--- config.mk ---
export PLATFORM = sky130hd
export DESIGN_NAME = condlogic_flat
export DESIGN_NICKNAME = d
export VERILOG_FILES = /design/src/rtl/condlogic_pkg.sv /design/src/rtl/condlogic_if.sv /design/src/rtl/condlogic_condcheck.sv /design/src/rtl/condlogic.sv /design/src/flat_wrapper.sv
export SDC_FILE = /design/constraint.sdc
export NUM_CORES = 1
export LEC_CHECK = 0
export BUFFER_PORTS_ARGS = -buffer_cell sky130_fd_sc_hd__buf_2
export CORE_AREA = 2 2 39 41
export CTS_CLUSTER_SIZE = 12
export DETAILED_ROUTE_END_ITERATION = 16
export DIE_AREA = 0 0 41 43
export PLACE_DENSITY_LB_ADDON = 0.1
export SYNTH_ARGS = -nofsm -noshare
export SYNTH_HDL_FRONTEND = slang
export SYNTH_HIERARCHICAL = 1
export SYNTH_SLANG_ARGS = --single-unit
--- constraint.sdc ---
create_clock -name clk -period 3.7 [get_ports clk]
set_input_delay 0.74 -clock clk [delete_from_list [all_inputs] [get_ports clk]]
set_output_delay 0.74 -clock clk [all_outputs]
set_load 0.01 [all_outputs]
--- src/rtl/condlogic_pkg.sv ---
// Shared core definitions: ARM condition mnemonics and NZCV bit positions.
package condlogic_pkg;

    localparam logic [3:0] COND_EQ = 4'b0000;
    localparam logic [3:0] COND_NE = 4'b0001;
    localparam logic [3:0] COND_CS = 4'b0010;
    localparam logic [3:0] COND_CC = 4'b0011;
    localparam logic [3:0] COND_MI = 4'b0100;
    localparam logic [3:0] COND_PL = 4'b0101;
    localparam logic [3:0] COND_VS = 4'b0110;
    localparam logic [3:0] COND_VC = 4'b0111;
    localparam logic [3:0] COND_HI = 4'b1000;
    localparam logic [3:0] COND_LS = 4'b1001;
    localparam logic [3:0] COND_GE = 4'b1010;
    localparam logic [3:0] COND_LT = 4'b1011;
    localparam logic [3:0] COND_GT = 4'b1100;
    localparam logic [3:0] COND_LE = 4'b1101;
    localparam logic [3:0] COND_AL = 4'b1110;
    localparam logic [3:0] COND_NV = 4'b1111;

    localparam int FLAG_N = 3;
    localparam int FLAG_Z = 2;
    localparam int FLAG_C = 1;
    localparam int FLAG_V = 0;

endpackage

--- src/rtl/condlogic_if.sv ---
// Strobe bundle between the control FSM/decoder and the conditional unit.
interface condlogic_if;

    logic [3:0] Cond;
    logic [3:0] ALUFlags;
    logic [1:0] FlagW;
    logic       PCS;
    logic       NextPC;
    logic       RegW;
    logic       MemW;
    logic       PCWrite;
    logic       RegWrite;
    logic       MemWrite;
    logic [3:0] Flags;

    modport master (
        output Cond, ALUFlags, FlagW, PCS, NextPC, RegW, MemW,
        input  PCWrite, RegWrite, MemWrite, Flags
    );

    modport slave (
        input  Cond, ALUFlags, FlagW, PCS, NextPC, RegW, MemW,
        output PCWrite, RegWrite, MemWrite, Flags
    );

endinterface

--- src/rtl/condlogic_condcheck.sv ---
// Combinational condition evaluator: Cond x NZCV -> pass/fail.
module condcheck
    import condlogic_pkg::*;
(
    input  logic [3:0] cond_i,
    input  logic [3:0] flags_i,
    output logic       condex_o
);

    logic n, z, c, v, ge;

    assign n  = flags_i[FLAG_N];
    assign z  = flags_i[FLAG_Z];
    assign c  = flags_i[FLAG_C];
    assign v  = flags_i[FLAG_V];
    assign ge = (n == v);

    always_comb begin
        condex_o = 1'b0;
        case (cond_i)
            COND_EQ: condex_o = z;
            COND_NE: condex_o = ~z;
            COND_CS: condex_o = c;
            COND_CC: condex_o = ~c;
            COND_MI: condex_o = n;
            COND_PL: condex_o = ~n;
            COND_VS: condex_o = v;
            COND_VC: condex_o = ~v;
            COND_HI: condex_o = c & ~z;
            COND_LS: condex_o = ~c | z;
            COND_GE: condex_o = ge;
            COND_LT: condex_o = ~ge;
            COND_GT: condex_o = ~z & ge;
            COND_LE: condex_o = z | ~ge;
            COND_AL: condex_o = 1'b1;
            default: condex_o = 1'b0;
        endcase
    end

endmodule

--- src/rtl/condlogic.sv ---
// Conditional-execution unit: owns NZCV and gates FSM write strobes.
module condlogic
    import condlogic_pkg::*;
(
    input  logic      clk,
    input  logic      reset,
    condlogic_if.slave bus
);

    logic       condex;
    logic [1:0] flagwrite;
    logic [1:0] nz_q, nz_d;
    logic [1:0] cv_q, cv_d;
    logic       condex_q;

    condcheck u_condcheck (
        .cond_i   (bus.Cond),
        .flags_i  ({nz_q, cv_q}),
        .condex_o (condex)
    );

    always_comb begin
        flagwrite = bus.FlagW & {2{condex}};
        nz_d      = nz_q;
        cv_d      = cv_q;
        if (flagwrite[1])
            nz_d = bus.ALUFlags[FLAG_N:FLAG_Z];
        if (flagwrite[0])
            cv_d = bus.ALUFlags[FLAG_C:FLAG_V];
    end

    // Verdict is latched every cycle so later states see pre-update flags
    always_ff @(posedge clk or negedge reset) begin
        if (!reset) begin
            nz_q     <= 2'b00;
            cv_q     <= 2'b00;
            condex_q <= 1'b0;
        end else begin
            nz_q     <= nz_d;
            cv_q     <= cv_d;
            condex_q <= condex;
        end
    end

    assign bus.Flags    = {nz_q, cv_q};
    assign bus.RegWrite = bus.RegW & condex_q;
    assign bus.MemWrite = bus.MemW & condex_q;
    assign bus.PCWrite  = bus.NextPC | (bus.PCS & condex_q);

endmodule

--- src/flat_wrapper.sv ---
// flat-port wrapper written by rule: the top's interface ports become plain ports
module condlogic_flat import condlogic_pkg::*;
  (clk, reset, bus_Cond, bus_ALUFlags, bus_FlagW, bus_PCS, bus_NextPC, bus_RegW, bus_MemW, bus_PCWrite, bus_RegWrite, bus_MemWrite, bus_Flags);
  condlogic_if bus_i ();
  input  logic clk;
  input  logic reset;
  input wire logic [$bits(bus_i.Cond)-1:0] bus_Cond;
  input wire logic [$bits(bus_i.ALUFlags)-1:0] bus_ALUFlags;
  input wire logic [$bits(bus_i.FlagW)-1:0] bus_FlagW;
  input wire logic [$bits(bus_i.PCS)-1:0] bus_PCS;
  input wire logic [$bits(bus_i.NextPC)-1:0] bus_NextPC;
  input wire logic [$bits(bus_i.RegW)-1:0] bus_RegW;
  input wire logic [$bits(bus_i.MemW)-1:0] bus_MemW;
  output wire logic [$bits(bus_i.PCWrite)-1:0] bus_PCWrite;
  output wire logic [$bits(bus_i.RegWrite)-1:0] bus_RegWrite;
  output wire logic [$bits(bus_i.MemWrite)-1:0] bus_MemWrite;
  output wire logic [$bits(bus_i.Flags)-1:0] bus_Flags;
  assign bus_i.Cond = bus_Cond;
  assign bus_i.ALUFlags = bus_ALUFlags;
  assign bus_i.FlagW = bus_FlagW;
  assign bus_i.PCS = bus_PCS;
  assign bus_i.NextPC = bus_NextPC;
  assign bus_i.RegW = bus_RegW;
  assign bus_i.MemW = bus_MemW;
  assign bus_PCWrite = bus_i.PCWrite;
  assign bus_RegWrite = bus_i.RegWrite;
  assign bus_MemWrite = bus_i.MemWrite;
  assign bus_Flags = bus_i.Flags;
  condlogic u_core (.clk(clk), .reset(reset), .bus(bus_i));
endmodule
==> flow_summary_export.csv, run 1 <==
group,metric,value,unit
timing,period_share,0.573,
routing,vias_per_cell,4.83,
timing,max_freq,472,MHz
routing,dr.pass1.iters,3,
cts,post_cts_buffers,0,
timing,hold_viol,0,
final_layout,layout-drive-gt1-share,0.470,
placed_design,port_buffers,22,
critical_path,end_kind,"register",
cts,cts_tree,"done",
logic_synthesis,synthFlopType,"dfrtp_1",
cts,post_cts_resize_count,0,
cts,clockBufferDepth,2,
critical_path,r2r_start,"u_core/nz_q[1]",
grt,track_usage,0.115,
grt,grt_pass1_wl,1360,um
routing,wl_per_cell,10.5,um
critical_path,worstPathRequired,3.82,ns
timing,worstMarginPinSlew,0.273,ns
cts,cts_buffers,3,
logic_synthesis,synth_cells,42,
timing,fin_skew,0.000229,ns
logic_synthesis,syn-mean-instance-area,9.32,um2
power_and_ir_drop,pwr_density_cell,521,nW/um2
final_layout,filler_cell_count,148,
routing,drt_iter0_markers,7,
logic_synthesis,synth_area_leaders,"dfrtp_1, mux2_2, a211o_1",
timing,setup-violations-final,0,
final_layout,area_delta_synth_final,37.7,%
routing,via_count,396,
logic_synthesis,yosysWarnings,6,
critical_path,cp-startpoint,"bus_Cond[2]",
floorplanning,dieArea,1760,um2
logic_synthesis,synth_area,392,um2
timing,fin_tns_setup,0,ns
floorplanning,placementRows,14,
floorplanning,coreArea,1380,um2
grt,grt_pass1_vias,334,
status,status,"finished, final reports clean",
placed_design,hpwlAfterDp,700,um
critical_path,worst_ep_arrival_time,2.24,ns
placed_design,gp_congestion,0.622,
logic_synthesis,synthArstFlopShare,1.00,
routing,ant_nets,0,
critical_path,cp-start-kind,"input pin",
cts,clock_sinks,5,
timing,max-slew-margin-rel,0.818,
grt,grt_overflow_total,0,
critical_path,crit_fanout,8,
routing,drt-total-wl,859,um
logic_synthesis,synth_common_cells,"dfrtp_1, mux2_2, nand2_1",
hold_path,hp-class,"in2async",
timing,fin_crit,2.12,ns
run,cap_violations,0,
cts,root_buffer,"clkbuf_4",
logic_synthesis,synth_area_leader_cell,"dfrtp_1",
cts,cts_hold_buf,0,
grt,grt_max_degree,10,
logic_synthesis,seq_area_frac_synth,0.319,
power_and_ir_drop,p_leak,0.000265,uW
final_layout,post-route-util,0.390,
final_layout,n_antenna_cell,0,
grt,antenna_found_initial,0,
routing,drcViolationCount,0,
floorplanning,pin_count,23,
cts,clk-insertion-delay-late,0.24,ns
floorplanning,die_x,41,um
cts,clk_pin_slew,0.04,ns
timing,maxSlewViolCount,0,
floorplanning,die_h,43,um
logic_synthesis,netlist.area_leader.share,0.319,
logic_synthesis,syn-num-nets,58,
final_layout,nets,83,
logic_synthesis,synth_edf_count,0,
logic_synthesis,synth.most_common_cell,"dfrtp_1",
power_and_ir_drop,peakVddDrop,0.000248,V
cts,htree_levels,1,
critical_path,crit_type,"in2reg",
logic_synthesis,yosysUniqueCellTypes,24,
logic_synthesis,ys_seq_elements,5,
timing,rsz0062_at_grt,"false",
floorplanning,start_util,0.283,
[registers in the layout, indices dropped and copies added (netlist names)]
register / cells
u_core/nz_q: 2
u_core/cv_q: 2
u_core/condex_q: 1
[path summary, 6_finish.rpt]
path	end	slack [ns]	depth (start not counted)
worst max-delay path	u_core/nz_q[0]	1.58	7
worst min-delay path	u_core/cv_q[1]	0.30	1
worst max register to register	u_core/nz_q[0]	1.74	6
worst min register to register	u_core/cv_q[1]	0.58	1
max in group asynchronous	u_core/nz_q[1]	3.27	1
min in group clk	u_core/cv_q[1]	0.58	1
[placed cells by master (no fill, tap or decap), drive strengths merged, types with 2 or more instances in the layout]
master  netlist  routed
and2          2       2
a21oi         3       3
clkbuf        1       4
nand2         4       4
nor3          2       2
o211ai        2       2
dfrtp         5       5
a211o         2       2
mux2          5       5
buf           1      22
nor2          2       2
nand2b        2       2
[power breakdown]
part	total (uW)	internal [uW]	switching (uW)
clock	62.5	40.7	21.8
sequential	101	72.8	27.9
combinational	118	67.3	50.4
[metrics by stage]
stage	total power, uW	hold WS, ns	instance area, um2	std cells	worst slack (ns)
after floorplan	178	0.444	392	42	1.53
after global placement	224	0.564	513	78	1.33
after detailed placement	221	0.557	513	78	1.34
after CTS	287	0.296	539	82	1.59
after global routing	308	0.289	539	82	1.52
final	281	0.303	539	82	1.58
[logic make-up (layout without fill, tap and decap cells)]
logic type	count (synthesis)	in the layout	share of synthesized area
DFF	5	5	0.319
muxes	5	5	0.153
xor gates and xnor gates	2	2	0.0639
and+or+nand+nor	16	16	0.224
AOI/OAI and AO/OA	12	12	0.217
buffers and inverters	2	26	0.0223
[metal layers]
layer  GRT usage  wire length (um)  up-vias
met3      0.0314                54        2
met5           0                 0        -
met2       0.175               438       13
met4      0.0800                17        0
met1       0.131               349      178
li1            -                 -      203
[area by class of cell]
| type | count | area, um2 | share of cell area |
|---|---|---|---|
| tap | 16 | 20.0 | 0.0371 |
| clock buffer | 4 | 26.3 | 0.0487 |
| timing repair buffer | 22 | 110 | 0.204 |
| multi-input combinational | 35 | 258 | 0.478 |
| sequential | 5 | 125 | 0.232 |
[critical path: stages]
cell and delay [ns]:
buf_2 0.16, mux2_4 0.31, a21oi_1 0.14, o211ai_1 0.11, a211o_1 0.34, nand2_1 0.11, mux2_2 0.33
Note: power is estimated with default switching activity, not from simulation.
==> run 2: changes to the inputs <==
- ABC_AREA: default -> 1
- clock period: 3.7 -> 2.2 ns (I/O delays scaled with it)
==> flow_summary_export.csv, run 2 <==
group,metric,value,unit
final_layout,layoutNonFillerInstCount,124,
logic_synthesis,synth_area_leaders,"nand2_1, dfrtp_1, nand3_1",
logic_synthesis,yosysUniqueCellTypes,10,
logic_synthesis,syn-num-nets,97,
placed_design,port_buffers,22,
grt,grt_busiest_layer,"met2",
floorplanning,die_h,43,um
critical_path,cp-start-kind,"register",
grt,track_usage,0.154,
logic_synthesis,seq_area_frac_synth,0.286,
hold_path,holdPathEnd,"u_core/nz_q[0]",
critical_path,worst_ep_arrival_time,1.54,ns
grt,grt_pass1_wl,1860,um
critical_path,cp_num_cells,11,
grt,grt_util_met1,0.194,
timing,period_share,0.642,
floorplanning,dieArea,1760,um2
cts,cts_tree,"done",
routing,vias_per_cell,4.57,
hold_path,hp-class,"in2reg",
cts,root_buffer,"clkbuf_4",
critical_path,critPathMaxStageDelay,0.43,ns
timing,setup-violations-final,0,
timing,fin_tns_setup,0,ns
placed_design,placed_cell_area,568,um2
logic_synthesis,synth.most_common_cell,"nand2_1",
hold_path,min_from,"bus_ALUFlags[2]",
routing,wl_per_cell,8.52,um
critical_path,r2r_cells,11,
placed_design,dp.cells,119,
routing,via_count,567,
power_and_ir_drop,intPower,313,uW
power_and_ir_drop,pwr-share-seq,0.347,
floorplanning,pin_count,23,
cts,htree_levels,1,
power_and_ir_drop,power_frac_clock,0.184,
power_and_ir_drop,peakVddDrop,0.000480,V
critical_path,crit_type,"reg2reg",
grt,antenna_found_initial,0,
final_layout,regArea,125,um2
logic_synthesis,syn-mean-instance-area,5.41,um2
logic_synthesis,synth_area,438,um2
logic_synthesis,netlist.area_leader.share,0.309,
status,status,"finished, final reports clean",
logic_synthesis,yosysWarnings,6,
floorplanning,coreArea,1380,um2
final_layout,post-route-util,0.437,
grt,grt_overflow_total,0,
logic_synthesis,synth_common_cells,"nand2_1, nand3_1, inv_1",
routing,dr.pass1.iters,4,
final_layout,multi_input_area,268,um2
grt,use_met3,0.0314,
final_layout,most-common-layout-cells,"nand2_1, buf_2, nand3_1",
final_layout,fin_area,604,um2
final_layout,layout-drive-gt1-share,0.241,
critical_path,path_buf_inv,1,
power_and_ir_drop,power_frac_comb,0.469,
cts,clock_sinks,5,
cts,clockBufferDepth,2,
logic_synthesis,synth_cells,81,
final_layout,filler_cell_count,158,
cts,clk_pin_slew,0.04,ns
grt,met2_usage,0.234,
cts,cts_buffers,3,
run,cap_violations,0,
power_and_ir_drop,switching_power,253,uW
timing,max_freq,708,MHz
final_layout,final_common_cell,"nand2_1",
final_layout,nets,125,
floorplanning,die_x,41,um
routing,drt_iter0_markers,7,
power_and_ir_drop,pwr_density_cell,937,nW/um2
hold_path,whs_path_depth,3,
placed_design,gp_congestion,0.695,
final_layout,n_antenna_cell,0,
routing,ant_nets,0,
critical_path,reg2reg_setup_slack,0.79,ns
cts,post_cts_buffers,0,
timing,fin_crit,1.41,ns
logic_synthesis,synthFlopType,"dfrtp_1",
power_and_ir_drop,p_leak,0.000381,uW
critical_path,r2r-end,"u_core/nz_q[1]",
grt,grt_pass1_vias,503,
placed_design,hpwlAfterDp,874,um
timing,max-slew-margin-rel,0.848,
routing,drcViolationCount,0,
timing,fin_skew,0.000845,ns
cts,post_cts_resize_count,0,
critical_path,crit_fanout,7,
grt,grt_max_degree,8,
logic_synthesis,ys_seq_elements,5,
final_layout,area_delta_synth_final,38.0,%
timing,hold_viol,0,
floorplanning,start_util,0.316,
final_layout,largestRegisters,"u_core/cv_q (2), u_core/nz_q (2), u_core/condex_q (1)",
critical_path,r2r_start,"u_core/cv_q[0]",
logic_synthesis,synthArstFlopShare,1.00,
timing,rsz0062_at_grt,"false",
timing,maxSlewViolCount,0,
critical_path,worstPathRequired,2.33,ns
routing,drt-total-wl,1060,um
cts,clk-insertion-delay-late,0.24,ns
critical_path,crit_family,"simple AND/OR/NAND/NOR gates",
logic_synthesis,synth_area_leader_cell,"nand2_1",
critical_path,end_kind,"register",
critical_path,crit_chain,"inv_1 > nand2_1 > nand3_1 > nand2_1 > nand2_1 > nand2_1 > nor2_1 > nand2_1 > nand2_1 > nand2_1 > nand2_1",
floorplanning,placementRows,14,
power_and_ir_drop,sw_frac_of_total,0.447,
timing,worstMarginPinSlew,0.228,ns
critical_path,slowest_stage,"dfrtp_1",
critical_path,timing.critical_path.mode_cell,"nand2_1",
logic_synthesis,synth_edf_count,0,
==> run 2: changes by cell type in the layout (fill, tap and decap cells not counted), sizes merged, moves of 2 or more <==
cell and change:
inv +10, nor2 +7, clkinv +2, o211ai -2, and2 -2, mux2 -5, a211o -2, nand3 +14
nand2b -2, nand2 +33
==> run 2: worst max path at each step <==
stage / startpoint / end
after floorplan: bus_Cond[1] / u_core/nz_q[1]
after global placement: bus_Cond[1] / u_core/cv_q[0]
after detailed placement: bus_Cond[1] / u_core/cv_q[1]
after CTS: u_core/cv_q[0] / u_core/nz_q[1]
after global routing: u_core/nz_q[1] / u_core/nz_q[1]
final: u_core/cv_q[0] / u_core/nz_q[1]
==> run 2: final cells by class <==
class                      instances  area share
timing repair buffer              23       0.199
sequential                         5       0.207
tap                               16      0.0331
clock buffer                       4      0.0435
multi-input combinational         64       0.443
inverter                          12      0.0745
==> run 2: cells by family (layout without fill, tap and decap cells) <==
logic type             after synthesis  after routing  share of synthesized area
AO/OA/AOI/OAI                        2              2                     0.0229
flip-flops                           5              5                      0.286
AND/OR/NAND/NOR                     62             62                      0.589
buffers and inverters               12             39                      0.103
==> run 2: per-layer routing <==
layer / up-vias / wire length, um
met3: 0 / 37
met5: - / 0
met2: 11 / 532
met4: 0 / 0
met1: 250 / 487
li1: 306 / -
==> run 2: power by group through the flow <==
stage / logic [uW] / clock network (uW) / registers, uW
4_1_cts: 267 / 110 / 198
3_3_place_gp: 263 / 0 / 200
6_report: 265 / 104 / 197
3_5_place_dp: 264 / 0 / 199
5_1_grt: 306 / 117 / 208
2_1_floorplan: 158 / 0 / 201
==> run 2: worst min-delay path: stages <==
cell	delay, ns
buf_2	0.07
nand3_1	0.06
nand2_1	0.06
==> run 2: what timing repair did <==
| item | in CTS | in global routing |
|---|---|---|
| hold endpoints to repair | 5 | 0 |
| setup endpoints to repair | 0 | 0 |
| hold buffers | 1 | 0 |
==> run 2: through the flow <==
step                      hold slack (ns)  total power [uW]  setup slack [ns]
after floorplan                     0.144               359             0.908
after global placement              0.258               463             0.598
after detailed placement            0.258               463             0.594
after CTS                           0.421               575             0.790
after global routing                0.455               631             0.539
final                               0.430               566             0.789
==> run 3: changes to the inputs <==
- clock period: 2.2 -> 1.3 ns (I/O delays scaled with it)
==> flow_summary_export.csv, run 3 (synthesis results as in run 2) <==
group,metric,value,unit
routing,wl_per_cell,9.90,um
routing,drt_iter0_markers,7,
hold_path,whs_path_depth,3,
final_layout,area_delta_synth_final,72.3,%
grt,grt_pass1_vias,554,
status,status,"complete, but fails checks",
power_and_ir_drop,sw_frac_of_total,0.431,
routing,drt-total-wl,1330,um
routing,ant_nets,0,
grt,grt_pass1_wl,2040,um
final_layout,layoutNonFillerInstCount,134,
final_layout,nets,135,
placed_design,gp_congestion,0.703,
floorplanning,pin_count,23,
power_and_ir_drop,peakVddDrop,0.00105,V
final_layout,largestRegisters,"u_core/cv_q (2), u_core/nz_q (2), u_core/condex_q (1)",
routing,via_count,627,
grt,grt_max_degree,8,
cts,clk-insertion-delay-late,0.25,ns
run,cap_violations,0,
cts,clk_pin_slew,0.04,ns
timing,hold-worst-slack,0.233,ns
placed_design,dp_slack,-0.117,ns
critical_path,end_kind,"register",
floorplanning,start_util,0.316,
power_and_ir_drop,pwr-share-seq,0.259,
power_and_ir_drop,intPower,742,uW
timing,max_freq,739,MHz
floorplanning,dieArea,1760,um2
floorplanning,die_h,43,um
routing,dr.pass1.iters,4,
routing,vias_per_cell,4.68,
cts,clock_sinks,5,
final_layout,n_antenna_cell,0,
hold_path,hp-class,"in2reg",
timing,hold_viol,0,
floorplanning,coreArea,1380,um2
cts,clockBufferDepth,2,
grt,grt_overflow_total,0,
timing,fin_ws,-0.0539,ns
timing,fin_skew,0.00489,ns
final_layout,layout-drive-gt1-share,0.466,
final_layout,filler_cell_count,153,
timing,fin_crit,1.35,ns
grt,track_usage,0.174,
timing,rsz0062_at_grt,"true",
final_layout,regArea,128,um2
timing,setup-violations-final,4,
power_and_ir_drop,finalPower,1300,uW
final_layout,multi_input_area,327,um2
power_and_ir_drop,p_leak,0.000439,uW
critical_path,crit_fanout,7,
critical_path,worstPathRequired,1.48,ns
timing,period_share,1.04,
final_layout,final_common_cell,"nand2_1",
power_and_ir_drop,pwr_density_cell,1730,nW/um2
placed_design,port_buffers,22,
critical_path,cp-start-kind,"register",
final_layout,most-common-layout-cells,"nand2_1, buf_2",
critical_path,worst_ep_arrival_time,1.53,ns
grt,antenna_found_initial,0,
floorplanning,placementRows,14,
power_and_ir_drop,switching_power,563,uW
power_and_ir_drop,power_frac_clock,0.139,
cts,cts_buffers,3,
routing,drcViolationCount,0,
cts,root_buffer,"clkbuf_4",
cts,htree_levels,1,
cts,cts_tree,"done",
critical_path,r2r_cells,11,
placed_design,hpwlAfterDp,980,um
critical_path,crit_type,"reg2reg",
status,violations,"setup timing",
power_and_ir_drop,power_frac_comb,0.602,
timing,max-slew-margin-rel,0.861,
timing,maxSlewViolCount,0,
timing,worstMarginPinSlew,0.208,ns
floorplanning,die_x,41,um
placed_design,dp.cells,127,
run 3: power by group through the flow:
stage,Clock (uW),Sequential (uW),Combinational (uW)
final,182,338,785
after global placement,0,314,595
after global routing,190,346,880
after detailed placement,0,316,597
after CTS,188,320,610
after floorplan,0,341,267
run 3: worst paths after layout:
path                                  from              end  slack [ns]
min reg2reg                 u_core/nz_q[1]   u_core/nz_q[1]        0.66
min in group asynchronous            reset  u_core/condex_q        0.37
max in group asynchronous            reset   u_core/cv_q[0]        0.78
max                         u_core/nz_q[1]   u_core/nz_q[0]       -0.05
max reg2reg                 u_core/nz_q[1]   u_core/nz_q[0]       -0.05
min                        bus_ALUFlags[3]   u_core/nz_q[1]        0.23
run 3: routing by layer:
layer / wire length [um] / vias to the layer above / GRT usage
met5: 0 / - / 0
met4: 28 / 0 / 0.120
met3: 41 / 3 / 0.0157
met2: 733 / 14 / 0.300
met1: 523 / 287 / 0.182
li1: - / 323 / -
run 3: what timing repair did:
action                                 in CTS  in global routing
endpoints found under the hold margin       5                  0
resized for setup                           3                 20
gates cloned                                0                  0
setup endpoints to repair                   4                  5
setup buffers                               0                  2
pin swaps                                   0                  8
hold buffers                                1                  0
run 3: area by class of cell:
class	count	share of cell area
multi-input combinational	64	0.433
clock buffer	4	0.0348
tap	16	0.0265
inverter	12	0.0597
timing repair buffer	33	0.277
sequential	5	0.169
run 3: critical path, stage by stage (launching register included):
cell and delay (ns):
dfrtp_2 0.44, inv_2 0.09, nand2_2 0.05, nand3_2 0.07, nand2_1 0.06, nand2_1 0.07, nand2_1 0.06, nor2_2 0.15
nand2_4 0.11, nand2_2 0.08, nand2_1 0.05, nand2_1 0.06
run 3: per-stage QoR:
stage / instance area (um2) / utilization / TNS [ns]
after global routing: 754 / 0.545 / -0.699
final: 754 / 0.545 / -0.177
after global placement: 628 / 0.454 / -0.359
after floorplan: 438 / - / 0
after CTS: 667 / 0.482 / -0.0224
after detailed placement: 628 / 0.454 / -0.435
